File: src/rtl/step_pkg.sv
// Shared types and phase-code helpers for the stepper phase decoder.
// Holds the FSM state enum, the wave-drive phase codes and neighbour functions.
// No logic of its own; imported by step_glitch_filter and step_phase_decoder.
package step_pkg;

  typedef enum logic [1:0] {
    ST_IDLE  = 2'd0,
    ST_TRACK = 2'd1,
    ST_FAULT = 2'd2
  } state_e;

  // Wave-drive phase codes, forward order A->B->C->D->A
  localparam logic [3:0] PH_A   = 4'b1000;
  localparam logic [3:0] PH_B   = 4'b0100;
  localparam logic [3:0] PH_C   = 4'b0010;
  localparam logic [3:0] PH_D   = 4'b0001;
  // Driver disabled
  localparam logic [3:0] PH_OFF = 4'b0000;

  // Forward neighbour of a one-hot phase; PH_OFF for anything else
  function automatic logic [3:0] phase_next(input logic [3:0] p);
    case (p)
      PH_A:    return PH_B;
      PH_B:    return PH_C;
      PH_C:    return PH_D;
      PH_D:    return PH_A;
      default: return PH_OFF;
    endcase
  endfunction

  // Reverse neighbour of a one-hot phase; PH_OFF for anything else
  function automatic logic [3:0] phase_prev(input logic [3:0] p);
    case (p)
      PH_A:    return PH_D;
      PH_B:    return PH_A;
      PH_C:    return PH_B;
      PH_D:    return PH_C;
      default: return PH_OFF;
    endcase
  endfunction

  function automatic logic is_onehot(input logic [3:0] p);
    return (p == PH_A) || (p == PH_B) || (p == PH_C) || (p == PH_D);
  endfunction

endpackage

File: src/rtl/step_glitch_filter.sv
// 2-flop synchronizer plus stability counter for the raw coil drive signals.
// Latency: code_valid pulses FILT_CYCLES+2 edges after a new value is first sampled.
// No backpressure: code_valid is a one-cycle pulse, once per newly stable code.
module step_glitch_filter
  import step_pkg::*;
#(
  parameter int FILT_CYCLES = 4
) (
  input  logic       clk,
  input  logic       rst,
  input  logic [3:0] phase_in,
  output logic       code_valid,
  output logic [3:0] code
);

  localparam logic [3:0] FILT_N = 4'(FILT_CYCLES);

  logic [3:0] sync1_q, sync2_q;
  logic [3:0] last_q;
  logic [3:0] cnt_q, cnt_d;
  logic       vld_q, vld_d;
  logic [3:0] code_q;

  // Count consecutive identical synchronized samples; fire once when a run first reaches FILT_N
  always_comb begin
    cnt_d = cnt_q;
    if (sync2_q != last_q) begin
      cnt_d = 4'd1;
    end else if (cnt_q != FILT_N) begin
      cnt_d = cnt_q + 4'd1;
    end
    // A run already at FILT_N that continues must not fire again
    vld_d = (cnt_d == FILT_N) && !((sync2_q == last_q) && (cnt_q == FILT_N));
  end

  // Synchronizer, run tracker and output pulse registers
  always_ff @(posedge clk) begin
    if (rst) begin
      sync1_q <= PH_OFF;
      sync2_q <= PH_OFF;
      last_q  <= PH_OFF;
      cnt_q   <= 4'd0;
      vld_q   <= 1'b0;
      code_q  <= PH_OFF;
    end else begin
      sync1_q <= phase_in;
      sync2_q <= sync1_q;
      last_q  <= sync2_q;
      cnt_q   <= cnt_d;
      vld_q   <= vld_d;
      if (vld_d) begin
        code_q <= sync2_q;
      end
    end
  end

  assign code_valid = vld_q;
  assign code       = code_q;

endmodule

File: src/rtl/step_phase_decoder.sv
// Stepper phase decoder: filters coil drive codes and tracks a signed step position.
// Latency: FILT_CYCLES+3 edges from first sampling a new phase to step_pulse/position.
// No backpressure; optional stall detector enabled by macro STEP_STALL_DETECT_EN.
module step_phase_decoder
  import step_pkg::*;
#(
  parameter int POS_W        = 16,
  parameter int FILT_CYCLES  = 4,
  parameter int STALL_CYCLES = 1000000
) (
  input  logic                    clk,
  input  logic                    rst,
  input  logic [3:0]              phase_in,
  input  logic                    clr,
  output logic signed [POS_W-1:0] position,
  output logic                    dir_out,
  output logic                    step_pulse,
  output logic                    fault,
  output logic                    stall
);

  if (FILT_CYCLES < 1 || FILT_CYCLES > 15 || STALL_CYCLES < 1) begin : g_param_check
    $error("step_phase_decoder: FILT_CYCLES must be 1..15 and STALL_CYCLES >= 1");
  end

  logic       filt_vld;
  logic [3:0] filt_code;

  step_glitch_filter #(
    .FILT_CYCLES(FILT_CYCLES)
  ) u_filter (
    .clk       (clk),
    .rst       (rst),
    .phase_in  (phase_in),
    .code_valid(filt_vld),
    .code      (filt_code)
  );

  state_e           state_q, state_d;
  logic [3:0]       ref_q, ref_d;
  logic [POS_W-1:0] pos_q, pos_d;
  logic             dir_q, dir_d;
  logic             pulse_q, pulse_d;
  logic             fault_q, fault_d;

  // Classification of the accepted code against the reference phase.
  // A step right after another step is dropped so step_pulse never repeats
  // back to back; this only happens with FILT_CYCLES=1 and a phase changing every cycle.
  logic trk_vld, go_lock, go_fwd, go_rev, go_off, go_bad, is_known;

  assign trk_vld  = filt_vld && !clr && (state_q == ST_TRACK);
  assign is_known = (filt_code == ref_q) || (filt_code == phase_next(ref_q)) ||
                    (filt_code == phase_prev(ref_q)) || (filt_code == PH_OFF);
  assign go_fwd   = trk_vld && !pulse_q && (filt_code == phase_next(ref_q));
  assign go_rev   = trk_vld && !pulse_q && (filt_code == phase_prev(ref_q));
  assign go_off   = trk_vld && (filt_code == PH_OFF);
  assign go_bad   = trk_vld && !is_known;
  // Illegal codes seen in IDLE are ignored; only a one-hot code starts tracking
  assign go_lock  = filt_vld && !clr && (state_q == ST_IDLE) && is_onehot(filt_code);

  // FSM state register
  always_ff @(posedge clk) begin
    if (rst) begin
      state_q <= ST_IDLE;
    end else begin
      state_q <= state_d;
    end
  end

  // FSM next-state logic; clr outranks everything, FAULT waits for clr
  always_comb begin
    state_d = state_q;
    if (clr) begin
      state_d = ST_IDLE;
    end else begin
      case (state_q)
        ST_IDLE:  if (go_lock) state_d = ST_TRACK;
        ST_TRACK: begin
          if (go_off) begin
            state_d = ST_IDLE;
          end else if (go_bad) begin
            state_d = ST_FAULT;
          end
        end
        ST_FAULT: state_d = ST_FAULT;
        default:  state_d = ST_IDLE;
      endcase
    end
  end

  // FSM outputs: next values for position, direction, pulse, fault and reference phase
  always_comb begin
    pos_d   = pos_q;
    dir_d   = dir_q;
    pulse_d = 1'b0;
    fault_d = fault_q;
    ref_d   = ref_q;
    if (clr) begin
      pos_d   = '0;
      fault_d = 1'b0;
      ref_d   = PH_OFF;
    end else begin
      if (go_lock) begin
        ref_d = filt_code;
      end
      if (go_fwd) begin
        pos_d   = pos_q + POS_W'(1);
        dir_d   = 1'b1;
        pulse_d = 1'b1;
        ref_d   = filt_code;
      end
      if (go_rev) begin
        pos_d   = pos_q - POS_W'(1);
        dir_d   = 1'b0;
        pulse_d = 1'b1;
        ref_d   = filt_code;
      end
      if (go_bad) begin
        fault_d = 1'b1;
      end
    end
  end

  // Output and reference-phase registers
  always_ff @(posedge clk) begin
    if (rst) begin
      pos_q   <= '0;
      dir_q   <= 1'b1;
      pulse_q <= 1'b0;
      fault_q <= 1'b0;
      ref_q   <= PH_OFF;
    end else begin
      pos_q   <= pos_d;
      dir_q   <= dir_d;
      pulse_q <= pulse_d;
      fault_q <= fault_d;
      ref_q   <= ref_d;
    end
  end

  assign position   = $signed(pos_q);
  assign dir_out    = dir_q;
  assign step_pulse = pulse_q;
  assign fault      = fault_q;

`ifdef STEP_STALL_DETECT_EN
  localparam int SC_W = $clog2(STALL_CYCLES + 1);
  localparam logic [SC_W-1:0] STALL_N = SC_W'(STALL_CYCLES);

  logic [SC_W-1:0] scnt_q, scnt_d;
  logic            stall_q, stall_d;

  // Idle-cycle counter: runs only while staying in TRACK without a step, saturates at STALL_N
  always_comb begin
    scnt_d  = '0;
    stall_d = stall_q;
    if (clr || pulse_d) begin
      stall_d = 1'b0;
    end
    if (!clr && !pulse_d && (state_q == ST_TRACK) && (state_d == ST_TRACK)) begin
      scnt_d = (scnt_q == STALL_N) ? scnt_q : scnt_q + SC_W'(1);
    end
    if (scnt_d == STALL_N) begin
      stall_d = 1'b1;
    end
  end

  // Stall counter and flag registers
  always_ff @(posedge clk) begin
    if (rst) begin
      scnt_q  <= '0;
      stall_q <= 1'b0;
    end else begin
      scnt_q  <= scnt_d;
      stall_q <= stall_d;
    end
  end

  assign stall = stall_q;
`else
  assign stall = 1'b0;
`endif

endmodule
File: config.mk
export PLATFORM = sky130hd
export DESIGN_NAME = step_phase_decoder
export DESIGN_NICKNAME = d
export VERILOG_FILES = /design/src/rtl/step_pkg.sv /design/src/rtl/step_glitch_filter.sv /design/src/rtl/step_phase_decoder.sv
export SDC_FILE = /design/constraint.sdc
export NUM_CORES = 1
export LEC_CHECK = 0
export CAP_MARGIN = 10
export CORE_UTILIZATION = 29
export DETAILED_ROUTE_END_ITERATION = 6
export PLACE_DENSITY = 0.52
export SETUP_SLACK_MARGIN = 0.5
export SYNTH_ARGS = -nofsm -noshare
export SYNTH_HDL_FRONTEND = slang
export SYNTH_SLANG_ARGS = --single-unit
File: constraint.sdc
create_clock -name clk -period 3.87 [get_ports clk]
set_clock_uncertainty 0.15 [all_clocks]
set_input_delay 0.5805 -clock clk [delete_from_list [all_inputs] [get_ports clk]]
set_output_delay 0.5805 -clock clk [all_outputs]
set_load 0.05 [all_outputs]
==> reports/results.txt <==
The run gives 46 as the clock sink count. The switching share of total power is 25.0%, and the number of DRC markers after the initial detailed-route iteration is 48. The critical path's most frequent cell is sky130_fd_sc_hd__nor2_1. The later pin in the worst-skew pair is clocked with a latency of 0.30 ns. The logs give 29.8% for the effective utilization at floorplan and 335 for the post-synthesis net count. Sort of element at the start of the critical path: an input pin. The floorplan step defined a die boundary enclosing 0.00990 mm².

The clock-pin slew on the worst setup and hold paths works out to 0.10 ns. Entering global routing, the biggest net connects 25 pins. The endpoint required time on the critical path is 3.92 ns, and the placement row count is 35. Worst slack at placement: 0.208 ns. For the number of warnings issued by yosys, the log shows 0. The most frequent cell after synthesis was sky130_fd_sc_hd__dfxtp_1. The clock network burns 36.4% of the power. The die is 99.5 µm tall.

The area share of the largest cell type after synthesis was 33.4%; the layout-stage area growth over the synthesis result was 19.5%. No sink is reached through more buffers than the 2 on the longest clock path. In this run the worst path has a maximum fanout of 5. The congestion estimate from routability-driven global placement came to 0.859. From left edge to right edge, the die measures 99.5 µm.

The initial antenna violation count is 0, and the number of search-and-repair iterations in the first detailed-routing pass is 4. Summing all non-filler instances in the final layout gives an area of 0.00330 mm². The run gives 0 as the final antenna diode count. The cell type with the highest aggregate area in the netlist was sky130_fd_sc_hd__dfxtp_1.

The max capacitance violation total was 0. The finished layout holds 467 standard cells, fillers aside. The number of standard cells after synthesis was 311; the share of the cycle needed by the critical path after routing was 80.6%. Synthesis inferred 46 register bits.

The tools report the sequential share of power as 57.9%. The run finished with clean final reports. The tools report the element type at the critical path end as a flop. The tools report the combinational group share of total power as 5.7%. The count of antenna-violating nets left after detailed routing is 0. For the internal power of the cells, the log shows 0.000631 W. Buffers inserted during clock tree synthesis total 5. The signal on the critical path passes through clkdlybuf4s50_1 > nand2b_4 > nor2_4 > nand2_2 > nor2b_4 > fa_1 > a211oi_2 > nor2_1 > o21a_1 > o41a_1 > xor2_1 > mux2i_1 > nor2_1.

IR analysis of the VDD net gives a maximum drop of 0.000141 V. The HPWL after detailed placement is 4050 µm. The type of the tightest min-delay check was reg -> reg.

The analysis attributes to net switching a power of 0.000211 W. After layout, the minimum clock period comes to 3.12 ns. Core box area: 0.00924 mm². Cells fill 35.7% of the core in the end. The logs give 1983 for the via count of the first global-routing pass and 361 for the count of nets after finishing.

The fraction of registers with async set or reset after synthesis works out to 0%. In the final timing run, aggregate negative setup slack is 0 ns. The first global-routing pass estimated 9380 µm of wire.

The tools report the overall via count from detail_route as 2186. Headroom to the max-slew limit came out at 63.9%. The power density over cell area works out to 255 mW/mm².

By startpoint and endpoint, the worst setup path is classified as in -> reg. The H-tree was split into 2 levels. The post-route netlist has 12.4% of its cells at a drive strength greater than 1.

The post-route DRC violation count was 0. For this run, the top clock speed supported by timing is 0.321 GHz. The tools report the post-synthesis instance area as 0.00276 mm². Global routing used 11.7% of the available tracks. The number of placed instances, taps included, is 457.

The synthesized design contains 0 enable-type register cells. The average detailed-routed wire length per instance was 12.3 µm. In the post-synthesis netlist, the biggest area contributors are sky130_fd_sc_hd__dfxtp_1 (33%), sky130_fd_sc_hd__ha_1 (7.3%), sky130_fd_sc_hd__mux2i_1 (6.5%), sky130_fd_sc_hd__nor2_1 (5.0%), sky130_fd_sc_hd__xnor2_1 (4.8%).

For the pin with the worst max-slew slack, the measured transition is 0.539 ns. The total overflow reported by the global router came out at 0. TritonCTS built the clock tree.

The routed via count divided by cell count came out at 4.68. The slowest library cell on the worst path was sky130_fd_sc_hd__clkdlybuf4s50_1. The number of setup violations in the final report was 0.

The most used flip-flop cell after synthesis is sky130_fd_sc_hd__dfxtp_1. For this design the static power due to leakage is 1.29 nW. The number of ports placed on the die boundary is 27. The final-report max-slew violation count is 0. The tools report the clock tree root buffer cell as sky130_fd_sc_hd__clkbuf_8.

Setup repair after global routing could not meet its margin everywhere. The commonest cells after synthesis are sky130_fd_sc_hd__dfxtp_1 (46), sky130_fd_sc_hd__nor2_1 (37), sky130_fd_sc_hd__a21oi_1 (20), sky130_fd_sc_hd__nor2b_1 (20), sky130_fd_sc_hd__mux2i_1 (18). After detailed placement, the total cell area comes to 0.00313 mm². The netlist uses 56 different library cells.

The setup slack after layout is 0.750 ns, and the sum of routed wire length over all layers is 5740 µm. The tools report the worst endpoint data arrival time as 3.16 ns. The number of hold-slack violations in the final timing report was 0.

Summing the sequential cell areas from Yosys gives 33.4% of the chip area. After synthesis, the mean cell area works out to 8.87 µm². The delay of the slowest critical-path stage is 0.52 ns, and the count of buffers from port buffering is 25.
[power groups by stage]
stage | clock [W] | combinational [W] | sequential, W
floorplan | 0 | 0.0000282 | 0.000504
global placement | 0 | 0.0000484 | 0.000500
detailed placement | 0 | 0.0000483 | 0.000500
CTS | 0.000321 | 0.0000486 | 0.000489
global route | 0.000341 | 0.0000543 | 0.000489
finish | 0.000306 | 0.0000483 | 0.000487
[flip-flops by register name, indices dropped and copies added (netlist names)]
signal,count
u_filter.code_valid,1
u_filter.last_q,4
ref_q,4
u_filter.cnt_q,4
position,16
state_q,2
u_filter.sync2_q,4
step_pulse,1
u_filter.sync1_q,4
dir_out,1
u_filter.code,4
fault,1
[placed cells by master, fill, tap and decap left out, types with 3 or more instances in the layout]
cell,count
sky130_fd_sc_hd__xor2_1,9
sky130_fd_sc_hd__mux2i_1,18
sky130_fd_sc_hd__a21o_1,8
sky130_fd_sc_hd__nor2b_1,19
sky130_fd_sc_hd__nand2_1,14
sky130_fd_sc_hd__dfxtp_1,41
sky130_fd_sc_hd__nor3_1,3
sky130_fd_sc_hd__o21ai_1,5
sky130_fd_sc_hd__dfxtp_4,3
sky130_fd_sc_hd__nand4_1,3
sky130_fd_sc_hd__clkdlybuf4s50_1,25
sky130_fd_sc_hd__o21a_1,4
sky130_fd_sc_hd__nand2b_1,5
sky130_fd_sc_hd__xnor2_1,15
sky130_fd_sc_hd__nor2_1,36
sky130_fd_sc_hd__a21oi_1,18
sky130_fd_sc_hd__clkbuf_8,5
sky130_fd_sc_hd__buf_4,8
sky130_fd_sc_hd__o22ai_1,5
sky130_fd_sc_hd__nand4b_1,3
sky130_fd_sc_hd__ha_1,15
sky130_fd_sc_hd__inv_1,8
sky130_fd_sc_hd__nand3_1,3
sky130_fd_sc_hd__o21ai_0,12
[cell type report]
cell class | instances | area [µm²]
clock buffers | 5 | 68.8
clock inverters | 3 | 25.0
fillers | 954 | 5940
inverters | 8 | 30.0
multi-input cells | 243 | 1770
flip-flops and latches | 46 | 935
well taps | 129 | 161
repair buffers | 33 | 310
[logic make-up (layout without fill, tap and decap cells)]
group                      Yosys count  count (layout)  synth area share, %
buffers and inverters               23              49                 4.54
adders and majority gates           17              17                 7.99
muxes                               18              18                 6.53
AOI/OAI and AO/OA                   71              71                 17.2
and+or+nand+nor                    111             112                 22.6
other                                1               1                0.136
DFF                                 46              46                 33.4
xor gates and xnor gates            24              24                 7.62
[worst max-delay path, delay by kind of cell]
family	cells	cell delay, ns
xor gates and xnor gates	1	0.15
muxes	1	0.13
and+or+nand+nor	6	0.55
adders and majority gates	1	0.43
buffers and inverters	1	0.52
AOI/OAI and AO/OA	3	0.79
[metrics by stage]
step | power, W | hold WS [ns]
finish | 0.000842 | 0.292
global route | 0.000884 | 0.312
CTS | 0.000859 | 0.296
detailed placement | 0.000549 | 0.275
global placement | 0.000549 | 0.266
floorplan | 0.000532 | 0.264
[what timing repair did]
action / CTS / global route
setup buffers: 0 / 1
cloned: 0 / 1
endpoints found under the setup margin: 1 / 8
hold buffers: 0 / 0
pin swaps: 0 / 1
gates resized for setup: 1 / 19
[metal layers]
| metal | GRT usage (%) | part of all wire (%) |
|---|---|---|
| met1 | 15.5 | 48 |
| met5 | 0 | 0 |
| met2 | 19.0 | 49 |
| met4 | 4.75 | 1.4 |
| met3 | 1.76 | 1.8 |
[worst paths after layout]
| path | from | endpoint | slack [ns] | depth (start not counted) |
|---|---|---|---|---|
| hold / removal | u_filter.sync1_q[1]$_SDFF_PP0_ | u_filter.sync2_q[1]$_SDFF_PP0_ | 0.29 | 1 |
| hold reg to reg | u_filter.sync1_q[1]$_SDFF_PP0_ | u_filter.sync2_q[1]$_SDFF_PP0_ | 0.29 | 1 |
| setup reg to reg | ref_q[0]$_SDFFE_PP0P_ | position[8]$_SDFFE_PP0N_ | 0.75 | 12 |
| setup / recovery | clr | position[8]$_SDFFE_PP0N_ | 0.75 | 13 |
Note: power is estimated with default switching activity, not from simulation.
